**src/rtl/sdcard_writeback.sv**
```systemverilog
// sdcard_writeback: streams RAM words 0..MAX_RAM_ADDRESS-1 onto a raw SD card,
// high byte first, one 512-byte block (256 words) per controller write.
// A partial last block is padded with 16'h0000 words.
// Optional feature: define WB_CHECKSUM_EN to build a 16-bit wrapping sum of
// every real RAM word sent; without it wb_checksum is tied to zero.
//
// Ports:
//   clk50, reset          clock, synchronous active-high reset
//   start                 one-cycle pulse, begins a dump from IDLE
//   ram_re/ram_address    RAM read request and word address
//   ram_data/_valid       RAM read data and acknowledge
//   sd_wr/sd_continue     block write request / multi-block continuation
//   sd_block_addr         byte address (SD) or block number (SDHC)
//   sd_data/sd_hndshk_o   byte and strobe to controller
//   sd_hndshk_i           byte taken by controller
//   sd_busy/sd_error      controller status
//   wb_busy/done/error    dump status (done/error sticky until reset)
//   wb_checksum           sum of real words sent
module sdcard_writeback #(
  parameter logic [24:0] MAX_RAM_ADDRESS = 25'h3FFFFF,
  parameter logic        SDHC            = 1'b0
) (
  input  logic        clk50,
  input  logic        reset,
  input  logic        start,
  output logic        ram_re,
  output logic [24:0] ram_address,
  input  logic [15:0] ram_data,
  input  logic        ram_data_valid,
  output logic        sd_wr,
  output logic        sd_continue,
  output logic [31:0] sd_block_addr,
  output logic [7:0]  sd_data,
  output logic        sd_hndshk_o,
  input  logic        sd_hndshk_i,
  input  logic        sd_busy,
  input  logic [15:0] sd_error,
  output logic        wb_busy,
  output logic        wb_done,
  output logic        wb_error,
  output logic [15:0] wb_checksum
);

  localparam int unsigned AW = 25;
  // One extra bit so padding past the top of RAM never wraps back to zero.
  localparam int unsigned CW = AW + 1;
  localparam logic [CW-1:0] MAX_EXT = CW'(MAX_RAM_ADDRESS);

  typedef enum logic [3:0] {
    IDLE, WAIT_CTRL, START_BLK, FETCH, SENDH_0, SENDH_1,
    SENDL_0, SENDL_1, NEXT, BLK_END, DONE, ERROR
  } state_t;

  state_t        state_q, state_d;
  logic [CW-1:0] addr_q, addr_d;
  logic [15:0]   word_q, word_d;
  logic          first_q, first_d;
  logic          past_end;
  logic          capture;

  logic          ram_re_d, sd_wr_d, sd_continue_d, sd_hndshk_o_d;
  logic          wb_busy_d, wb_done_d, wb_error_d;
  logic [7:0]    sd_data_d;

  assign past_end = (addr_q >= MAX_EXT);
  assign capture  = (state_q == FETCH) && sd_busy && !past_end && ram_data_valid;

  assign ram_address   = addr_q[AW-1:0];
  assign sd_block_addr = SDHC ? 32'(addr_q[AW-1:8]) : {6'b0, addr_q[AW-1:0], 1'b0};

  // State, datapath and registered outputs.
  always_ff @(posedge clk50) begin : state_reg
    if (reset) begin
      state_q     <= IDLE;
      addr_q      <= '0;
      word_q      <= '0;
      first_q     <= 1'b0;
      ram_re      <= 1'b0;
      sd_wr       <= 1'b0;
      sd_continue <= 1'b0;
      sd_hndshk_o <= 1'b0;
      sd_data     <= '0;
      wb_busy     <= 1'b0;
      wb_done     <= 1'b0;
      wb_error    <= 1'b0;
    end else begin
      state_q     <= state_d;
      addr_q      <= addr_d;
      word_q      <= word_d;
      first_q     <= first_d;
      ram_re      <= ram_re_d;
      sd_wr       <= sd_wr_d;
      sd_continue <= sd_continue_d;
      sd_hndshk_o <= sd_hndshk_o_d;
      sd_data     <= sd_data_d;
      wb_busy     <= wb_busy_d;
      wb_done     <= wb_done_d;
      wb_error    <= wb_error_d;
    end
  end

  // Next-state and datapath updates.
  always_comb begin : next_state
    state_d = state_q;
    addr_d  = addr_q;
    word_d  = word_q;
    first_d = first_q;
    case (state_q)
      IDLE: begin
        if (start) begin
          addr_d  = '0;
          first_d = 1'b1;
          state_d = WAIT_CTRL;
        end
      end
      // Both wait for the controller to go idle, then apply the same end/error rules.
      WAIT_CTRL, BLK_END: begin
        if (!sd_busy) begin
          if (sd_error != 16'h0000) state_d = ERROR;
          else if (past_end)        state_d = DONE;
          else                      state_d = START_BLK;
        end
      end
      START_BLK: begin
        if (sd_busy) begin
          first_d = 1'b0;
          state_d = FETCH;
        end
      end
      FETCH: begin
        if (!sd_busy) state_d = ERROR;
        else if (past_end) begin
          word_d  = 16'h0000;
          state_d = SENDH_0;
        end else if (capture) begin
          word_d  = ram_data;
          state_d = SENDH_0;
        end
      end
      SENDH_0: begin
        if (!sd_busy)        state_d = ERROR;
        else if (sd_hndshk_i) state_d = SENDH_1;
      end
      SENDH_1: begin
        if (!sd_busy)         state_d = ERROR;
        else if (!sd_hndshk_i) state_d = SENDL_0;
      end
      SENDL_0: begin
        if (!sd_busy)        state_d = ERROR;
        else if (sd_hndshk_i) state_d = SENDL_1;
      end
      SENDL_1: begin
        if (!sd_busy)         state_d = ERROR;
        else if (!sd_hndshk_i) state_d = NEXT;
      end
      NEXT: begin
        if (!sd_busy) state_d = ERROR;
        else begin
          addr_d  = addr_q + CW'(1);
          state_d = (addr_q[7:0] == 8'hFF) ? BLK_END : FETCH;
        end
      end
      DONE, ERROR: state_d = state_q;
      default:     state_d = IDLE;
    endcase
  end

  // Output values for the state being entered, registered in state_reg.
  always_comb begin : output_dec
    ram_re_d      = 1'b0;
    sd_wr_d       = 1'b0;
    sd_continue_d = 1'b0;
    sd_hndshk_o_d = 1'b0;
    sd_data_d     = sd_data;
    wb_busy_d     = 1'b1;
    wb_done_d     = 1'b0;
    wb_error_d    = 1'b0;
    case (state_d)
      IDLE:  wb_busy_d = 1'b0;
      DONE: begin
        wb_busy_d = 1'b0;
        wb_done_d = 1'b1;
      end
      ERROR: begin
        wb_busy_d  = 1'b0;
        wb_error_d = 1'b1;
      end
      START_BLK: begin
        sd_wr_d       = 1'b1;
        sd_continue_d = !first_d;
      end
      // Padding words never touch the RAM.
      FETCH: ram_re_d = (addr_d < MAX_EXT);
      SENDH_0: begin
        sd_hndshk_o_d = 1'b1;
        sd_data_d     = word_d[15:8];
      end
      SENDL_0: begin
        sd_hndshk_o_d = 1'b1;
        sd_data_d     = word_d[7:0];
      end
      default: ;
    endcase
  end

`ifdef WB_CHECKSUM_EN
  logic [15:0] csum_q;

  // Wrapping sum of real RAM words, cleared when a dump starts.
  always_ff @(posedge clk50) begin : checksum_reg
    if (reset)                         csum_q <= '0;
    else if (state_q == IDLE && start) csum_q <= '0;
    else if (capture)                  csum_q <= csum_q + ram_data;
  end

  assign wb_checksum = csum_q;
`else
  assign wb_checksum = 16'h0000;
`endif

endmodule

```
**config.mk**
```make
export PLATFORM = sky130hd
export DESIGN_NAME = sdcard_writeback
export DESIGN_NICKNAME = d
export VERILOG_FILES = /design/src/rtl/sdcard_writeback.sv
export SDC_FILE = /design/constraint.sdc
export NUM_CORES = 1
export LEC_CHECK = 0
export CELL_PAD_IN_SITES_DETAIL_PLACEMENT = 1
export CELL_PAD_IN_SITES_GLOBAL_PLACEMENT = 1
export CORE_MARGIN = 1.5
export CORE_UTILIZATION = 33
export DETAILED_ROUTE_END_ITERATION = 16
export HOLD_SLACK_MARGIN = 0.06
export PLACE_DENSITY_LB_ADDON = 0.08
export SYNTH_ARGS = -nofsm -noshare
export SYNTH_HDL_FRONTEND = slang
export SYNTH_SLANG_ARGS = --single-unit
```
**constraint.sdc**
```tcl
create_clock -name clk50 -period 3.76 [get_ports clk50]
set_clock_uncertainty 0.2 [all_clocks]
set_input_delay 0.376 -clock clk50 [delete_from_list [all_inputs] [get_ports clk50]]
set_output_delay 0.376 -clock clk50 [all_outputs]
set_load 0.1 [all_outputs]
```
==> impl_results.html <==
<table>
<tr><th>Metric</th><th>Value</th></tr>
<tr><th colspan="2">Timing</th></tr>
<tr><td>Worst setup margin</td><td>580 ps</td></tr>
<tr><td>Summed negative setup slack over all endpoints</td><td>0 ps</td></tr>
<tr><td>Unrepaired setup endpoints after global routing</td><td>no</td></tr>
<tr><td>Final-report max-slew violation count</td><td>0</td></tr>
<tr><td>Final Setup Violations</td><td>0</td></tr>
<tr><td>Final hold viol count</td><td>0</td></tr>
<tr><td>Minimum period implied by the final worst setup slack</td><td>3180 ps</td></tr>
<tr><td>Hold WS</td><td>280 ps</td></tr>
<tr><td>Final Cycle Share</td><td>0.846</td></tr>
<tr><td>Tightest Pin Transition</td><td>1010 ps</td></tr>
<tr><td>Max Clk Rate</td><td>0.314 GHz</td></tr>
<tr><td>Worst rel slew slack</td><td>0.327</td></tr>
<tr><th colspan="2">Floorplanning</th></tr>
<tr><td>Height of the chip</td><td>109 um</td></tr>
<tr><td>Die width</td><td>109 um</td></tr>
<tr><td>Cell Rows</td><td>38</td></tr>
<tr><td>Effective utilization at floorplan</td><td>0.341</td></tr>
<tr><td>IO Count</td><td>126</td></tr>
<tr><td>Area of the core</td><td>0.0109 mm^2</td></tr>
<tr><td>Area enclosed by the die boundary</td><td>0.0120 mm^2</td></tr>
<tr><th colspan="2">Pwr</th></tr>
<tr><td>Worst IR Drop VDD</td><td>0.329 mV</td></tr>
<tr><td>Switch Pwr</td><td>1.01 mW</td></tr>
<tr><td>Switching Share</td><td>0.390</td></tr>
<tr><td>Power Dens Cells</td><td>537 mW/mm^2</td></tr>
<tr><td>Leakage power of the design</td><td>1.72 nW</td></tr>
<tr><td>Portion of total power attributed to sequential cells</td><td>0.280</td></tr>
<tr><td>Cell-internal power</td><td>1.58 mW</td></tr>
<tr><td>Power share of the clock group</td><td>0.359</td></tr>
<tr><td>Comb power frac</td><td>0.361</td></tr>
<tr><th colspan="2">Global routing</th></tr>
<tr><td>Number of antenna violations at the first check in global routing</td><td>0</td></tr>
<tr><td>Remaining Overflow, GRT</td><td>0</td></tr>
<tr><td>Pin count of the biggest net entering global routing</td><td>44</td></tr>
<tr><td>First-pass GRT wire length</td><td>17800 um</td></tr>
<tr><td>Global-route usage over all layers</td><td>0.192</td></tr>
<tr><td>Via count of the first global-routing pass</td><td>3489</td></tr>
<tr><th colspan="2">Detailed routing</th></tr>
<tr><td>Number of antenna-violating nets in the routed design</td><td>0</td></tr>
<tr><td>Average via count per standard cell</td><td>5.22</td></tr>
<tr><td>WL per Instance</td><td>16.3 um</td></tr>
<tr><td>Sum of routed wire length over all layers</td><td>10800 um</td></tr>
<tr><td>Vias after detailed routing</td><td>3449</td></tr>
<tr><td>Number of DRC violations after detailed-routing iteration 0</td><td>109</td></tr>
<tr><td>Detailed-routing iteration count for the pre-antenna-repair pass</td><td>4</td></tr>
<tr><td>Remaining design rule violation count</td><td>0</td></tr>
<tr><th colspan="2">Logic synthesis</th></tr>
<tr><td>Primary flip-flop cell chosen by synthesis mapping</td><td>sky130_fd_sc_hd__dfxtp_1</td></tr>
<tr><td>Sequential share of the synthesized area</td><td>0.333</td></tr>
<tr><td>Mapped cell area</td><td>0.00373 mm^2</td></tr>
<tr><td>Fraction of synthesis flops using an asynchronous set or reset pin</td><td>0</td></tr>
<tr><td>Mean cell area of the mapped netlist</td><td>8.10 um^2</td></tr>
<tr><td>Seq cells post-synth</td><td>62</td></tr>
<tr><td>Total number of yosys warnings</td><td>0</td></tr>
<tr><td>Post-Synthesis Cells</td><td>461</td></tr>
<tr><td>Yosys cell types</td><td>66</td></tr>
<tr><td>EDFF count, synth</td><td>0</td></tr>
<tr><th colspan="2">Placement</th></tr>
<tr><td>Detailed placer's ending HPWL</td><td>8250 um</td></tr>
<tr><td>Final GP Congestion</td><td>0.829</td></tr>
<tr><td>Number of port buffers</td><td>102</td></tr>
<tr><td>Setup WS pre-CTS</td><td>490 ps</td></tr>
<tr><th colspan="2">Worst setup path</th></tr>
<tr><td>Type of the setup path with the least slack</td><td>reg -&gt; reg</td></tr>
<tr><td>Worst reg2reg path startpoint</td><td>state_q[2]</td></tr>
<tr><td>Critical Path Start</td><td>state_q[2]</td></tr>
<tr><td>Critical Path Start Type</td><td>flip-flop</td></tr>
<tr><td>Crit path capture type</td><td>flip-flop</td></tr>
<tr><td>Req. time, crit path</td><td>3760 ps</td></tr>
<tr><td>Largest fanout of any net on the critical path</td><td>14</td></tr>
<tr><td>Worst EP arrival</td><td>3180 ps</td></tr>
<tr><th colspan="2">CTS</th></tr>
<tr><td>Post-CTS resize count</td><td>0</td></tr>
<tr><td>Number of setup buffers added after CTS</td><td>0</td></tr>
<tr><td>Clock sink total</td><td>62</td></tr>
<tr><td>TritonCTS clock tree</td><td>built</td></tr>
<tr><td>Latest clock arrival within the worst-skew pair</td><td>330 ps</td></tr>
<tr><td>Cts bufs inserted</td><td>9</td></tr>
<tr><td>Root Buffer Master</td><td>sky130_fd_sc_hd__clkbuf_16</td></tr>
<tr><td>Clk pin slew, worst setup/hold paths</td><td>60 ps</td></tr>
<tr><td>CTS Hold Bufs</td><td>0</td></tr>
<tr><td>Buffers from clock root to sink, at most</td><td>2</td></tr>
<tr><td>Max H-tree Level</td><td>3</td></tr>
<tr><th colspan="2">Cells and area</th></tr>
<tr><td>ANT cells</td><td>0</td></tr>
<tr><td>Total Nets Final</td><td>555</td></tr>
<tr><td>Area growth from synthesis to layout</td><td>28.9%</td></tr>
<tr><td>Core occupancy in the finished layout</td><td>0.440</td></tr>
<tr><td>Layout cells sized above 1</td><td>0.0749</td></tr>
<tr><th colspan="2">Outcome</th></tr>
<tr><td>Status</td><td>finished clean</td></tr>
<tr><th colspan="2">Hold path</th></tr>
<tr><td>Hold Path Class</td><td>reg -&gt; reg</td></tr>
<tr><td>Hold wc startpoint</td><td>sd_data[7]</td></tr>
<tr><th colspan="2">Flow run</th></tr>
<tr><td>Number of violations of the max-capacitance limit</td><td>0</td></tr>
</table>
==> worst paths after layout <==
kind,to,slack (ps),cells past startpoint
worst max-delay path,ram_re,580,6
worst max register to register,ram_re,580,6
worst min-delay path,sd_data[7],280,1
worst min register to register,sd_data[7],280,1
==> synthesized netlist by cell type (3+ instances only) <==
master,n,share of area
sky130_fd_sc_hd__a31oi_1,3,0.0050
sky130_fd_sc_hd__mux2i_1,9,0.024
sky130_fd_sc_hd__a22oi_1,18,0.036
sky130_fd_sc_hd__a211oi_1,5,0.010
sky130_fd_sc_hd__nand4_1,12,0.020
sky130_fd_sc_hd__nand3_1,15,0.020
sky130_fd_sc_hd__or3_1,6,0.010
sky130_fd_sc_hd__o31ai_1,3,0.0060
sky130_fd_sc_hd__or4_1,4,0.0080
sky130_fd_sc_hd__inv_1,6,0.0060
sky130_fd_sc_hd__clkbuf_1,17,0.017
sky130_fd_sc_hd__nor2_1,49,0.049
sky130_fd_sc_hd__and2_1,7,0.012
sky130_fd_sc_hd__or2_1,3,0.0050
sky130_fd_sc_hd__o21ai_1,4,0.0054
sky130_fd_sc_hd__dfxtp_1,62,0.33
sky130_fd_sc_hd__nor3_1,11,0.015
sky130_fd_sc_hd__buf_4,73,0.15
sky130_fd_sc_hd__nor2b_1,4,0.0067
sky130_fd_sc_hd__a21oi_1,23,0.031
sky130_fd_sc_hd__nand2_1,36,0.036
sky130_fd_sc_hd__o21ai_0,8,0.011
sky130_fd_sc_hd__mux2_1,3,0.0091
sky130_fd_sc_hd__a22o_1,8,0.019
sky130_fd_sc_hd__and3_1,6,0.010
sky130_fd_sc_hd__o21a_1,5,0.010
sky130_fd_sc_hd__nand2b_1,4,0.0067
sky130_fd_sc_hd__nor4_1,9,0.015
sky130_fd_sc_hd__o211ai_1,3,0.0060
==> placed cells by master, fill, tap and decap left out, types with 12 or more instances in the layout <==
cell type	Yosys	layout
sky130_fd_sc_hd__buf_4	73	12
sky130_fd_sc_hd__a21oi_1	23	23
sky130_fd_sc_hd__nand4_1	12	12
sky130_fd_sc_hd__clkdlybuf4s50_1	0	102
sky130_fd_sc_hd__nor2_1	49	49
sky130_fd_sc_hd__conb_1	1	23
sky130_fd_sc_hd__nand2_1	36	36
sky130_fd_sc_hd__a22oi_1	18	18
sky130_fd_sc_hd__nand3_1	15	15
sky130_fd_sc_hd__dfxtp_1	62	62
==> through the flow <==
stage	cells	power (mW)	area [um^2]
global placement	645	1.67	4480
detailed placement	645	1.67	4480
floorplan	483	1.43	3810
global route	661	2.71	4810
finish	661	2.59	4810
CTS	661	2.62	4810
==> power by group through the flow <==
stage	combinational (mW)	sequential (mW)	clock, mW
3_3_place_gp	0.930	0.737	0
5_1_grt	1.01	0.727	0.981
6_report	0.933	0.724	0.930
3_5_place_dp	0.936	0.739	0
4_1_cts	0.940	0.724	0.952
2_1_floorplan	0.560	0.868	0
==> routing by layer <==
metal / GRT usage / wire length, um / vias to the layer above
li1: - / - / 1690
met1: 0.242 / 5040 / 1676
met2: 0.335 / 5330 / 76
met3: 0.0350 / 328 / 7
met4: 0.0464 / 83 / 0
met5: 0 / 0 / -
==> cells by family (layout without fill, tap and decap cells) <==
kind of cell / Yosys count / in the layout / share of synthesized area
xor+xnor: 3 / 3 / 0.00704
flops: 62 / 62 / 0.333
fa+ha+maj: 1 / 1 / 0.00335
compound gates: 98 / 98 / 0.184
mux: 13 / 13 / 0.0362
other cells: 1 / 23 / 0.00100
buf+inv: 98 / 136 / 0.173
simple gates: 185 / 185 / 0.263
==> sequential cells by signal, summed over array words and instances, names as in the netlist <==
signal,count
ram_re,1
sd_wr,1
sd_hndshk_o,1
wb_busy,1
state_q,4
addr_q,26
first_q,1
wb_error,1
sd_data,8
wb_done,1
word_q,16
sd_continue,1
==> worst max-delay path, stage by stage (launching register included) <==
cell                      delay [ps]
sky130_fd_sc_hd__dfxtp_1         460
sky130_fd_sc_hd__or4b_1          730
sky130_fd_sc_hd__or4_1           670
sky130_fd_sc_hd__o21a_1          220
sky130_fd_sc_hd__or3_1           360
sky130_fd_sc_hd__nor4b_2         310
sky130_fd_sc_hd__a21oi_1         100
==> area by class of cell <==
type | instances | area [um^2]
repair buffers | 114 | 1110
flip-flops and latches | 62 | 1240
clock buffers | 10 | 239
well taps | 140 | 175
multi-input cells | 323 | 1930
fillers | 1320 | 6120
inverters | 6 | 22.5
clock inverters | 6 | 93.8
Note: power is estimated with default switching activity, not from simulation.
